## src/rtl/shift_right_seq.sv

```systemverilog
// shift_right_seq: multi-lane right shifter that two requesters share.
// The shift stage moves data right by 0..MAX_STEP lanes in one cycle and
// fills the vacated top lanes with the captured fill lane. Longer shifts
// run the stage over several cycles. Requests are arbitrated round-robin.
//
// Ports:
//   clk, rst_n                       clock, async active-low reset
//   reqN_valid/ready                 request handshake (N = 0, 1)
//   reqN_data/amt/fill               operand, shift amount in lanes, fill lane
//   resp_valid/ready                 response handshake
//   resp_data/id/err                 result, owning requester, amt > LANES flag
//   busy                             high whenever the FSM is not IDLE

// Lane mux for one output lane: picks candidate[step]. The candidates
// are the input lanes i..i+MAX_STEP, with fill already substituted above
// the top lane.
module shift_right_seq_lane #(
  parameter int LANE_W   = 5,
  parameter int MAX_STEP = 4,
  parameter int AW       = 4
) (
  input  logic [MAX_STEP:0][LANE_W-1:0] cand,
  input  logic [AW-1:0]                 step,
  output logic [LANE_W-1:0]             lane
);
  always_comb begin
    lane = cand[0];
    for (int k = 1; k <= MAX_STEP; k++)
      if (step == AW'(k)) lane = cand[k];
  end
endmodule

module shift_right_seq #(
  parameter  int LANES    = 10,
  parameter  int LANE_W   = 5,
  parameter  int MAX_STEP = 4,
  parameter  int AW       = 4,
  localparam int DW       = LANES * LANE_W
) (
  input  logic              clk,
  input  logic              rst_n,
  input  logic              req0_valid,
  output logic              req0_ready,
  input  logic [DW-1:0]     req0_data,
  input  logic [AW-1:0]     req0_amt,
  input  logic [LANE_W-1:0] req0_fill,
  input  logic              req1_valid,
  output logic              req1_ready,
  input  logic [DW-1:0]     req1_data,
  input  logic [AW-1:0]     req1_amt,
  input  logic [LANE_W-1:0] req1_fill,
  output logic              resp_valid,
  input  logic              resp_ready,
  output logic [DW-1:0]     resp_data,
  output logic              resp_id,
  output logic              resp_err,
  output logic              busy
);
  typedef enum logic [1:0] {IDLE, SHIFT, DONE} state_t;
  typedef struct packed {
    logic [LANES-1:0][LANE_W-1:0] data;
    logic [AW-1:0]                amt;
    logic [LANE_W-1:0]            fill;
  } req_t;

  state_t                       state, nxt;
  logic                         rr_ptr, granted_any;
  logic [AW-1:0]                rem, step;
  logic [LANES-1:0][LANE_W-1:0] data_q, shifted;
  logic [LANE_W-1:0]            fill_q;
  logic                         id_q, err_q;
  logic                         gnt_id, take;
  req_t                         sel;

  // Arbitration. rr_ptr resets to 0, yet req0 must win the first tie, so
  // alternation only starts once something has actually been granted.
  // rst_n gates take so no ready leaks out while reset is held.
  always_comb begin
    if (req0_valid && req1_valid) gnt_id = granted_any ? ~rr_ptr : 1'b0;
    else                          gnt_id = req1_valid;
    take = rst_n && (state == IDLE) && (req0_valid || req1_valid);
    sel  = gnt_id ? req_t'{req1_data, req1_amt, req1_fill}
                  : req_t'{req0_data, req0_amt, req0_fill};
  end

  // Step never exceeds rem, so rem - step cannot underflow.
  always_comb step = (rem > AW'(MAX_STEP)) ? AW'(MAX_STEP) : rem;

  for (genvar i = 0; i < LANES; i++) begin : g_lane
    logic [MAX_STEP:0][LANE_W-1:0] cand;
    for (genvar k = 0; k <= MAX_STEP; k++) begin : g_cand
      if (i + k < LANES) begin : g_in
        assign cand[k] = data_q[i+k];
      end else begin : g_fill
        assign cand[k] = fill_q;
      end
    end
    shift_right_seq_lane #(.LANE_W(LANE_W), .MAX_STEP(MAX_STEP), .AW(AW)) u_lane (
      .cand (cand),
      .step (step),
      .lane (shifted[i])
    );
  end

  // State register
  always_ff @(posedge clk or negedge rst_n)
    if (!rst_n) state <= IDLE;
    else        state <= nxt;

  // Next state
  always_comb begin
    nxt = state;
    case (state)
      IDLE:  if (take) nxt = (sel.amt == '0 || sel.amt > AW'(LANES)) ? DONE : SHIFT;
      SHIFT: if (rem == step) nxt = DONE;
      DONE:  if (resp_ready) nxt = IDLE;
      default: nxt = IDLE;
    endcase
  end

  // Outputs
  always_comb begin
    resp_valid = (state == DONE);
    busy       = (state != IDLE);
    resp_data  = data_q;
    resp_id    = id_q;
    resp_err   = err_q;
    req0_ready = take && !gnt_id;
    req1_ready = take &&  gnt_id;
  end

  // Datapath. Nothing changes in DONE, which keeps the response stable
  // under backpressure.
  always_ff @(posedge clk or negedge rst_n) begin
    if (!rst_n) begin
      rr_ptr      <= 1'b0;
      granted_any <= 1'b0;
      rem         <= '0;
      data_q      <= '0;
      fill_q      <= '0;
      id_q        <= 1'b0;
      err_q       <= 1'b0;
    end else if (take) begin
      rr_ptr      <= gnt_id;
      granted_any <= 1'b1;
      id_q        <= gnt_id;
      fill_q      <= sel.fill;
      if (sel.amt > AW'(LANES)) begin
        data_q <= {LANES{sel.fill}};
        err_q  <= 1'b1;
        rem    <= '0;
      end else begin
        data_q <= sel.data;
        err_q  <= 1'b0;
        rem    <= sel.amt;
      end
    end else if (state == SHIFT) begin
      data_q <= shifted;
      rem    <= rem - step;
    end
  end
endmodule

```

## config.mk

```make
export PLATFORM = sky130hd
export DESIGN_NAME = shift_right_seq
export DESIGN_NICKNAME = d
export VERILOG_FILES = /design/src/rtl/shift_right_seq.sv
export SDC_FILE = /design/constraint.sdc
export NUM_CORES = 1
export LEC_CHECK = 0
export CORE_MARGIN = 5
export CORE_UTILIZATION = 30
export DETAILED_ROUTE_END_ITERATION = 10
export PLACE_DENSITY_LB_ADDON = 0.12
export SLEW_MARGIN = 30
export SYNTH_ARGS = -nofsm -noshare
export SYNTH_HDL_FRONTEND = slang
export SYNTH_SLANG_ARGS = --single-unit
```

## constraint.sdc

```tcl
create_clock -name clk -period 2.2 [get_ports clk]
set_input_delay 0.22 -clock clk [delete_from_list [all_inputs] [get_ports clk]]
set_output_delay 0.22 -clock clk [all_outputs]
set_load 0.03 [all_outputs]
```

==> summary.md, run 1 <==
| Metric | Value |
|---|---|
| Outcome | `finished clean` |
| Final slew viol count | `0` |
| Slew HR | `between 60% and 70%` |
| FFs w/ async S/R, synth | `100%` |
| Initial antenna violation count | `0` |
| IO buf count | `about 180` |
| Via density | `about 5.7` |
| First-pass GRT wire length | `around 35000 µm` |
| Aggregate global routing overflow | `0` |
| Fill cells | `1684` |
| RSZ-0062 raised after global routing | `true` |
| Wirelength per Cell | `about 21 µm` |
| Worst path slowest cell | `dfrtp_1` |
| Post-synthesis sequential area ratio | `30.4%` |
| Width of the die | `143 µm` |
| Largest net degree at the start of global routing | `54` |
| Max cap viols | `0` |
| Post-synth top area cell | `dfrtp_1` |
| Synth Warn # | `0` |
| Htree depth | `3` |
| Syn Nets | `~760` |
| Crit start category | `flip-flop` |
| DP HPWL | `16900 µm` |
| Core area | `around 17000 µm²` |
| Critical Path RT | `1980 ps` |
| Ranking of synthesized cells by area | `dfrtp_1 30%, mux2i_1 9.3%, a211oi_1 6.3%, a21oi_1 5.7%, nand2_1 4.6%` |
| Via count | `around 6100` |
| Reg2Reg Depth | `6` |
| Leakage | `approximately 3.2 nW` |
| Most frequent cell after synthesis | `nand2_1` |
| Tmin final | `between 2000 and 2500 ps` |
| CP Class | `flip-flop to output port` |
| Type of the most critical hold path | `primary input to async pin` |
| ANT cells | `0` |
| Overall die height | `143 µm` |
| Hold Fails Final Rpt | `0` |
| Num CTS Buffers | `9` |
| Top_reg_cell synth | `dfrtp_1` |
| Final Skew | `between 7 and 8 ps` |
| Top cells by count, synth | `65 x nand2_1, 64 x dfrtp_1, 60 x a21oi_1, 60 x nor2_1, 49 x mux2i_1` |
| CTS sink count | `64` |
| Power Total | `between 10 and 15 mW` |
| Peak VDD IR | `0.000710 V` |
| Largest stage delay on the critical path | `between 400 and 500 ps` |
| Final setup fails | `0` |
| Layout cells sized above 1 | `15.5%` |
| DRC errors left | `0` |
| CP top delay family | `buffers and inverters` |
| FMAX | `between 0.4 and 0.5 GHz` |
| WL final | `approximately 23000 µm` |
| Clock Pin Slew Worst Setup and Hold Paths | `about 60 ps` |
| Crit path depth | `6` |
| Crit path cell chain | `and2b_4 > o21ai_4 > buf_6 > buf_4 > nor2_2 > buf_4` |
| P&R area growth vs syn | `50.9%` |
| CTS tree | `built` |
| GRT Util Overall | `between 20 and 25%` |
| Clock Latency Late Sink | `roughly 340 ps` |
| Fin Setup TNS | `0 ps` |
| Mean Syn Cell Area | `between 8 and 9 µm²` |
| Drt pass-1 iters | `5` |
| Initial cell density of the core | `~30%` |
| Mapped Cells | `632` |
| Distinct cells, synth | `67` |
| Critical Path End Type | `output port` |
| Post-synth EDFFs | `0` |
| Worst slew pin tran | `roughly 550 ps` |
| Vias in the first global route | `slightly above 6000` |
| Root buffer cell | `clkbuf_16` |
| Post-route ant nets | `0` |
| Setup bufs post-CTS | `0` |
| Fin crit share | `approximately 97%` |
| CP max FO | `18` |
| Post-Syn Area | `approximately 5300 µm²` |
| Row count | `48` |
| Clk buf depth | `2` |
| Seq cells post-synth | `64` |
| Share of the synthesized area in the top cell type | `a little under a third` |
| DRT iter0 DRCs | `roughly 700` |
| Worst Path Arrival | `1900 ps` |
| Global placer's final weighted congestion | `slightly below 0.9` |
| PwrDens | `roughly 1400 nW/µm²` |
| Ports | `around 180` |
| Most common cell on crit path | `buf_4` |
| CP Buf/Inv Count | `3` |
| Die area | `just over 20000 µm²` |
| NumNets Final | `958` |
| Final Hold Slack | `between 30 and 40 ps` |
## stage by stage
stage          instance area [µm²]  instances  setup WS, ps  utilization (%)
6_report                      7960       1065          75.6             46.0
5_1_grt                       7960       1065         -13.3             46.0
4_1_cts                       7960       1065          5.92             46.0
3_5_place_dp                  7640       1049          -192             44.2
3_3_place_gp                  7640       1049          -180             44.2
2_1_floorplan                 5280        632          88.5                -
## cell usage in the layout, fill, tap and decap left out, types with 5 or more instances in the layout
cell and instances:
o211ai_1 8, o22ai_1 9, nor2_1 59, a21oi_1 59, a22oi_1 14, nand3_1 15
clkbuf_16 9, dfrtp_1 62, o31ai_1 15, o2111ai_1 6, a211o_1 5, mux2i_1 49
o2bb2ai_1 5, mux2_2 19, buf_4 64, o221ai_1 5, nand2b_1 12, a31o_2 5
a22o_1 5, nand2_1 65, o21ai_0 28, a211oi_1 44, clkdlybuf4s50_1 175
## registers in the layout, summed over array words and instances, names as in the netlist
signal and count:
resp_id 1, state 2, resp_data 50, fill_q 5, resp_err 1, granted_any 1, rem 4
## per-layer routing
metal,part of all wire [%],track usage (%),vias up
met5,0,0,-
met4,2.3,6.65,0
met3,7.9,4.39,36
met2,46,34.8,293
met1,44,30.2,2909
li1,-,-,2823
## cell type report
type                            instances  area (µm²)  area share [%]
Clock inverter                          3        40.0           0.503
Multi-Input combinational cell        509        3410            42.9
Inverter                                4        15.0           0.189
Sequential cell                        64        1600            20.1
Clock buffer                           13         260            3.27
Timing Repair Buffer                  247        2350            29.5
Tap cell                              225         282            3.54
## cell families (layout without fill, tap and decap cells)
kind of cell,count (synthesis),after routing,synth area share [%]
AOI/OAI and AO/OA,257,257,34.1
and+or+nand+nor,182,182,15.9
muxes,70,70,13.8
DFF,64,64,30.4
buffers and inverters,59,267,5.81
## what timing repair did
item | in CTS | in global routing
gates resized for setup | 3 | 2
hold buffers | 0 | 0
setup endpoints to repair | 15 | 4
## report_power, final
part	leakage (nW)	switching [mW]	internal, mW	total (mW)
logic	2.27	3.89	3.07	6.96
clock network	0.150	0.548	0.936	1.48
registers	0.761	0.938	1.76	2.70
## worst reg2reg max path: stages, from the launching register on
cell and delay (ps):
dfrtp_2 570, buf_4 350, nor4bb_1 490, a221oi_1 150, nor2_1 140, a311oi_1 80
o31ai_1 210
## final timing paths
path / start / endpoint / slack [ps]
min in group clk: resp_data[3] / resp_data[3] / 490
worst max-delay path: resp_id / req1_ready / 80
worst min-delay path: rst_n / resp_data[0] / 40
worst min register to register: resp_data[3] / resp_data[3] / 490
worst max register to register: rem[0] / resp_data[3] / 110
max in group asynchronous: rst_n / rem[1] / 1260
Power figures use the tool's default switching activity.
==> inputs of run 2 (changes only) <==
SETUP_SLACK_MARGIN = 0.05   (was default)
==> run 2 against run 1 <==
  * Critical path depth unchanged
  * Fmax up 2.8%
  * Design area up 0.46%
  * Sequential cell count unchanged
  * Largest cell class unchanged
  * Via count up 0.30%
  * Worst setup slack better by 59 ps
  * Sequential share of layout area down 0.091 points
==> summary.md, run 2 (synthesis results as in run 1) <==
| Metric | Value |
|---|---|
| CTS hold repair buffers | `0 (unchanged)` |
| PwrDens | `1400 nW/µm² (about the same)` |
| Clk buf depth | `2 (unchanged)` |
| Worst Path Arrival | `1850 ps (was 1900 ps)` |
| Largest net degree at the start of global routing | `54 (unchanged)` |
| Largest stage delay on the critical path | `400 ps (was 410 ps)` |
| Fin crit share | `93.9% (was 96.6%)` |
| Htree depth | `3 (unchanged)` |
| Final setup fails | `0 (unchanged)` |
| WL final | `22600 µm (about the same)` |
| ANT cells | `0 (unchanged)` |
| DP HPWL | `16900 µm (unchanged)` |
| Aggregate global routing overflow | `0 (unchanged)` |
| Wirelength per Cell | `21.2 µm (about the same)` |
| Worst path slowest cell | `dfrtp_1 (unchanged)` |
| Core area | `17300 µm² (unchanged)` |
| Final Skew | `7.97 ps (was 7.60 ps)` |
| Crit path cell chain | `and2b_4 > o21ai_4 > buf_8 > buf_4 > nor2_4 > buf_6 (was and2b_4 > o21ai_4 > buf_6 > buf_4 > nor2_2 > buf_4)` |
| Num CTS Buffers | `9 (unchanged)` |
| Drt pass-1 iters | `6 (was 5)` |
| Slew HR | `63.2% (was 63.5%)` |
| DRT iter0 DRCs | `682 (was 691)` |
| Hold Fails Final Rpt | `0 (unchanged)` |
| CTS tree | `built (unchanged)` |
| CP Class | `flip-flop to output port (unchanged)` |
| Max cap viols | `0 (unchanged)` |
| NumNets Final | `959 (was 958)` |
| GRT Util Overall | `21.9% (about the same)` |
| Post-route ant nets | `0 (unchanged)` |
| Fin Setup TNS | `0 ps (unchanged)` |
| Overall die height | `143 µm (unchanged)` |
| FMAX | `0.484 GHz (was 0.471 GHz)` |
| Final slew viol count | `0 (unchanged)` |
| Layout cells sized above 1 | `15.9% (was 15.5%)` |
| IO buf count | `178 (unchanged)` |
| P&R area growth vs syn | `51.6% (was 50.9%)` |
| Tmin final | `2070 ps (was 2120 ps)` |
| RSZ-0062 raised after global routing | `false (was true)` |
| Clock Latency Late Sink | `340 ps (about the same)` |
| Crit start category | `flip-flop (unchanged)` |
| Die area | `20300 µm² (unchanged)` |
| Vias in the first global route | `6042 (was 6038)` |
| Most frequent cells in the layout | `175 x clkdlybuf4s50_1, 65 x nand2_1, 63 x buf_4 (was 175 x clkdlybuf4s50_1, 65 x nand2_1, 64 x buf_4)` |
| Width of the die | `143 µm (unchanged)` |
| Post-layout util | `46.2% (was 46.0%)` |
| Power Total | `11.2 mW (was 11.1 mW)` |
| Row count | `48 (unchanged)` |
| Max reg flops | `50 (unchanged)` |
| Via count | `6079 (was 6061)` |
| Root buffer cell | `clkbuf_16 (unchanged)` |
| Ports | `179 (unchanged)` |
| Outcome | `finished clean (unchanged)` |
| Worst slew pin tran | `551 ps (was 546 ps)` |
| Critical Path RT | `1980 ps (about the same)` |
| Commonest non-fill, non-tap cell in the layout | `clkdlybuf4s50_1 (unchanged)` |
| Global placer's final weighted congestion | `0.872 (unchanged)` |
| Initial cell density of the core | `30.5% (unchanged)` |
| Critical Path End Type | `output port (unchanged)` |
| CTS sink count | `64 (unchanged)` |
| CP max FO | `18 (unchanged)` |
| DRC errors left | `0 (unchanged)` |
| Placed Cells | `1049 (unchanged)` |
| Leakage | `3.19 nW (was 3.18 nW)` |
| Peak VDD IR | `0.000709 V (was 0.000710 V)` |
| Type of the most critical hold path | `primary input to async pin (unchanged)` |
| Via density | `5.70 (was 5.69)` |
| Clock Pin Slew Worst Setup and Hold Paths | `60 ps (about the same)` |
| First-pass GRT wire length | `34900 µm (unchanged)` |
| Initial antenna violation count | `0 (unchanged)` |
| Non-Filler Instances | `1066 (was 1065)` |
==> run 2: layout make-up <==
class | count | area (µm²)
Timing Repair Buffer | 248 | 2370
Multi-Input combinational cell | 509 | 3430
Tap cell | 225 | 282
Sequential cell | 64 | 1600
Clock buffer | 13 | 260
Inverter | 4 | 15.0
Clock inverter | 3 | 40.0
Fill cell | 1682 | 9300
==> run 2: per-stage QoR <==
| stage | worst slack (ps) | hold slack [ps] | area, µm² |
|---|---|---|---|
| floorplan | 88.5 | -75.6 | 5280 |
| global placement | -180 | 384 | 7640 |
| detailed placement | -192 | 387 | 7640 |
| CTS | 62.2 | 31.0 | 7960 |
| global route | 55.4 | 63.1 | 8000 |
| finish | 134 | 41.0 | 8000 |
==> run 2: timing repair <==
action / in CTS / in global routing
pin swaps: 0 / 0
setup endpoints to repair: 20 / 18
buffers inserted: 0 / 1
gates resized for setup: 4 / 8
==> run 2: where the power goes <==
part / switching (mW) / internal [mW]
logic: 3.90 / 3.09
registers: 0.940 / 1.76
clock network: 0.552 / 0.936
total: 5.39 / 5.79
==> run 2: metal layers <==
metal	up-vias	global-route usage, %	part of all wire [%]
met5	-	0	0
met4	0	6.65	1.7
met2	305	34.8	46
met3	23	4.39	8.4
met1	2919	30.2	44
li1	2832	-	-
==> run 2: final timing paths <==
check | slack (ps) | to | start | cells after the start
setup reg to reg | 160 | resp_data[34] | rem[1] | 6
hold / removal | 40 | resp_data[0] | rst_n | 2
setup / recovery | 130 | req1_ready | resp_id | 6
min in group clk | 490 | resp_data[3] | resp_data[3] | 2
hold reg to reg | 490 | resp_data[3] | resp_data[3] | 2
max in group asynchronous | 1250 | rem[1] | rst_n | 3
==> run 2: critical path, delay by kind of cell (launching register included) <==
family	cells	cell delay (ps)
AND/OR/NAND/NOR	2	290
buffers and inverters	3	550
AO/OA/AOI/OAI	1	260
flip-flops	1	400
==> variant 1: new RTL, flow settings as in run 1 <==
Encoding of `state_t`: now one-hot (3 bits for 3 states).
--- a/src/rtl/shift_right_seq.sv
+++ b/src/rtl/shift_right_seq.sv
@@ -56,7 +56,7 @@
   output logic              resp_err,
   output logic              busy
 );
-  typedef enum logic [1:0] {IDLE, SHIFT, DONE} state_t;
+  typedef enum logic [2:0] {IDLE = 3'b001, SHIFT = 3'b010, DONE = 3'b100} state_t;
   typedef struct packed {
     logic [LANES-1:0][LANE_W-1:0] data;
     logic [AW-1:0]                amt;
Function: same outputs for any inputs over 10 cycles, from zero or initial values and one cycle with rst_n low; not proved beyond that.
==> variant 1 against run 1 <==
  * Power up 0.72%
  * Sequential share of layout area increased by 0.83 points
  * Routed wire length down 12%
  * Clock skew rose by 0.00081 ns
  * Combinational power is 3% lower
  * Register-to-register slack improved by 0.02 ns
  * Cell area is 2.4% lower
  * Sequential cell count is 1 higher
  * Setup slack improved by 0.031 ns
  * Synthesized area down 1.3%
  * Critical path type unchanged
==> variant 1: results (changes against run 1) <==
- Synth cell count leaders: dfrtp_1 (64), nor2_1 (56), a21oi_1 (48), nand2_1 (44), mux2i_1 (41)
- Syn Nets: 713 (-5.6%)
- TritonRoute pass-1 iters: 4 (-1)
- R2r worst-path depth: 5 (-1)
- RePlAce Congestion: 0.831 (-4.6%)
- CP max FO: 7 (-11)
- Layout net count: 889 (-7.2%)
- R2R Path Start: rem[3]
- Max VDD drop: 0.000503 V (-29%)
- Netlist cell types: 64 (-4.5%)
- Arrival time worst endpoint: 1.87 ns (-0.03 ns)
- Synth area leaders: dfrtp_1 (31%), mux2i_1 (7.9%), a221o_1 (4.8%)
- Type of the worst min-delay path: in -> async
- R2r setup slk: 0.13 ns (+0.02 ns)
- Worst setup path startpoint: state[0]
- First-pass GRT wire length: 31300 um (-10%)
- Status: finished, final reports clean
- Vias per inst: 5.50 (-3.4%)
- Final WL: 19800 um (-12%)
- Max_slew headroom: 53.4% (-10 points)
- Gr usage total: 19.4% (-2.5 points)
- Drt wl/cell: 19.9 um (-6.1%)
- DR iter-0 viols: 418 (-40%)
- Synthesized area per cell: 8.84 sq um (+5.9%)
- Largest net degree at the start of global routing: 66 (+22%)
- Area after DPL: 0.00741 sq mm (-3.0%)
- Sequential area share after synthesis: 31.3% (+0.90 points)
## variant 1: power by group
group	switching, W	internal (W)
clock	0.000579	0.00111
sequential	0.000995	0.00178
combinational	0.00363	0.00313
total	0.00520	0.00602
## variant 1: cell families (layout without fill, tap and decap cells)
kind of cell	Yosys count	count (layout)	synth area share (%)
multiplexers	64	64	13.4
adder cells (fa/ha/maj)	1	1	0.240
other	1	1	0.0720
buffers and inverters	59	240	5.86
AO/OA/AOI/OAI	240	240	34.0
flip-flops	65	65	31.3
AND/OR/NAND/NOR	159	159	15.1
## variant 1: final cells by class
class,instances,area [sq um]
Clock inverter,7,119
Fill cell,1681,9400
Clock buffer,9,225
Timing Repair Buffer,222,2210
Inverter,2,7.51
Sequential cell,65,1630
Multi-Input combinational cell,465,3300
Tap cell,225,282
## variant 1: layer usage
layer  GRT usage (%)  vias to the layer above  share of wire (%)
met5               0                        -                  0
met4            4.80                        0                1.2
met3            4.08                       17                7.5
met2            28.1                      203                 43
met1            29.2                     2604                 48
li1                -                     2648                  -
## variant 1: critical path: stages, from the launching register on
cell	delay [ns]
dfstp_2	0.60
and4bb_2	0.31
o21a_2	0.21
nand2_1	0.12
inv_1	0.12
buf_4	0.17
## variant 1: timing repair
item	in CTS	in global routing
hold buffers	0	0
endpoints found under the hold margin	0	0
gates resized for setup	2	3
setup endpoints to repair	2	3
## variant 1: per-stage QoR
step           TNS (ns)  worst slack [ns]
2_1_floorplan         0             0.120
3_3_place_gp     -0.147            -0.110
3_5_place_dp     -0.274            -0.130
4_1_cts               0            0.0380
5_1_grt               0          0.000120
6_report              0             0.106
==> variant 2: new RTL, config.mk and constraints of run 1 <==
Made on the original files. `LANE_W` is set to 5 in 2 places; all go to 10.
--- a/src/rtl/shift_right_seq.sv
+++ b/src/rtl/shift_right_seq.sv
@@ -15,7 +15,7 @@
 // are the input lanes i..i+MAX_STEP, with fill already substituted above
 // the top lane.
 module shift_right_seq_lane #(
-  parameter int LANE_W   = 5,
+  parameter int LANE_W   = 10,
   parameter int MAX_STEP = 4,
   parameter int AW       = 4
 ) (
@@ -32,7 +32,7 @@
 
 module shift_right_seq #(
   parameter  int LANES    = 10,
-  parameter  int LANE_W   = 5,
+  parameter  int LANE_W   = 10,
   parameter  int MAX_STEP = 4,
   parameter  int AW       = 4,
   localparam int DW       = LANES * LANE_W
Ports: changed (5 resized); port bits go from 179 to 339. The function was not compared with the original's and may differ.
==> variant 2 against run 1 <==
  * Critical path depth is 1 lower
  * Largest power group unchanged
  * Routed wire length is 110% higher
  * Setup slack better by 0.057 ns
  * Synthesized cell count is 74% higher
  * Power is 88% higher
  * Largest cell class unchanged
  * Sequential cell count is 55 higher
  * Synthesized area is 80% higher
  * Cell area is 82% higher
==> variant 2: results (changes against run 1) <==
- Clock Skew: 0.0162 ns (+0.00858 ns)
- DR iter-0 viols: 1152 (+67%)
- Dpl ws: -0.0373 ns (+0.155 ns)
- R2r worst-path depth: 5 (-1)
- Initial antenna violation count: 4 (+4)
- Worst path slowest cell: nor2_1
- Synth cell count leaders: a211oi_1 (167), mux2i_1 (148), dfrtp_1 (119), nor2_1 (94), o21ai_0 (94)
- FF+latch area: 0.00299 sq mm (+86%)
- DP HPWL: 34600 um (+100%)
- Netlist cell types: 45 (-33%)
- Type of the worst min-delay path: in -> reg
- Vias in the first global route: 10700 (+78%)
- CP delay by family, top: simple AND/OR/NAND/NOR gates
- Layout net count: 1659 (+73%)
- RePlAce Congestion: 0.894 (+2.6%)
- Max_slew headroom: 34.3% (-29 points)
- Share of layout cells above drive strength 1: 10.2% (-5.3 points)
- TritonRoute pass-1 iters: 7 (+2)
- Synth area leaders: dfrtp_1 (31%), mux2i_1 (16%), a211oi_1 (13%)
- R2R Path Start: resp_id
- Leakage: 5.59 nW (+76%)
- Vias per inst: 5.95 (+4.6%)
- Largest net degree at the start of global routing: 90 (+67%)
- Seq power: 0.00534 W (+98%)
- R2R Path End: resp_data[73]
- Number of flip-flops under the largest register name: 100 (+100%)
- Syn Nets: 1330 (+76%)
- Port Buffer Count: 338 (+90%)
- R2r setup slk: 0.13 ns (+0.02 ns)
- CP max FO: 9 (-9)
- Worst-path clk slew: 0.07 ns
- Arrival time worst endpoint: 2.42 ns (+0.52 ns)
- Gr usage total: 25.6% (+3.6 points)
- Num CTS Buffers: 17 (+8)
- Sequential area share after synthesis: 31.3% (+0.98 points)
- CTS Buffer Depth: 2 (unchanged)
- Final WL: 47400 um (+110%)
- Design Power: 0.0209 W (+88%)
- Worst hold start: req1_fill[7]
- Sw Share: 50.1% (+1.9 points)
- # fillers: 3069 (+82%)
- Clock group: 0.00293 W (+98%)
- Max VDD drop: 0.000898 V (+27%)
- Clk_lat worst skew: 0.43 ns (+0.09 ns)
- Synth Warn #: 0 (unchanged)
- First-pass GRT wire length: 70600 um (+100%)
- Area after DPL: 0.0139 sq mm (+81%)
- Status: finished, final reports clean
- WHS Endpoint: fill_q[7]
- # H-tree levels: 4 (+1)
- Slowest stage delay, CP: 0.77 ns (+0.36 ns)
==> variant 2: routing by layer <==
metal / share of wire, % / vias to the layer above / wire (um) / GRT usage, %
met5: 0 / - / 0 / 0
met4: 2.1 / 0 / 1020 / 7.54
met3: 7.8 / 44 / 3680 / 5.36
met2: 44 / 550 / 21100 / 38.0
li1: - / 5002 / - / -
met1: 46 / 5378 / 21600 / 37.3
==> variant 2: worst max-delay path by stage <==
stage               endpoint  cells past startpoint        from  slack, ns
2_1_floorplan     req0_ready                      6    state[1]       0.08
6_report       resp_data[73]                      5     resp_id       0.13
3_3_place_gp   resp_data[89]                      7  req0_valid      -0.05
4_1_cts           req1_ready                      4    state[1]      0.002
3_5_place_dp   resp_data[51]                      7  req1_valid      -0.04
5_1_grt        resp_data[19]                      7    state[0]       0.02
==> variant 2: cells by family after synthesis <==
kind of cell           synth area share (%)
buffers and inverters                  6.21
flip-flops                             31.3
multiplexers                           16.7
AO/OA/AOI/OAI                          35.5
AND/OR/NAND/NOR                        10.3
==> variant 2: worst min-delay path, stage by stage <==
cell	delay (ns)
clkdlybuf4s50_1	0.41
nand2_1	0.07
a31oi_1	0.07
==> variant 2: cell type report <==
type | count | area share, %
diodes | 3 | 0.0518
clock buffers | 17 | 2.94
clock inverters | 15 | 1.17
inverters | 1 | 0.0259
multi-input cells | 857 | 41.2
flip-flops and latches | 119 | 20.6
well taps | 402 | 3.47
repair buffers | 430 | 30.5
==> variant 2: what timing repair did <==
item                                   CTS  global route
hold buffers                             1             0
pin swaps                                0             0
setup buffers                            0             1
gates resized for setup                  1             5
endpoints found under the hold margin   30             0
setup endpoints to repair                1            10
==> variant 2: through the flow <==
stage               hold WS [ns]  std cells
detailed placement         0.390       1807
floorplan                -0.0756       1097
finish                     0.402       1844
global route               0.417       1844
global placement           0.394       1807
CTS                        0.392       1840
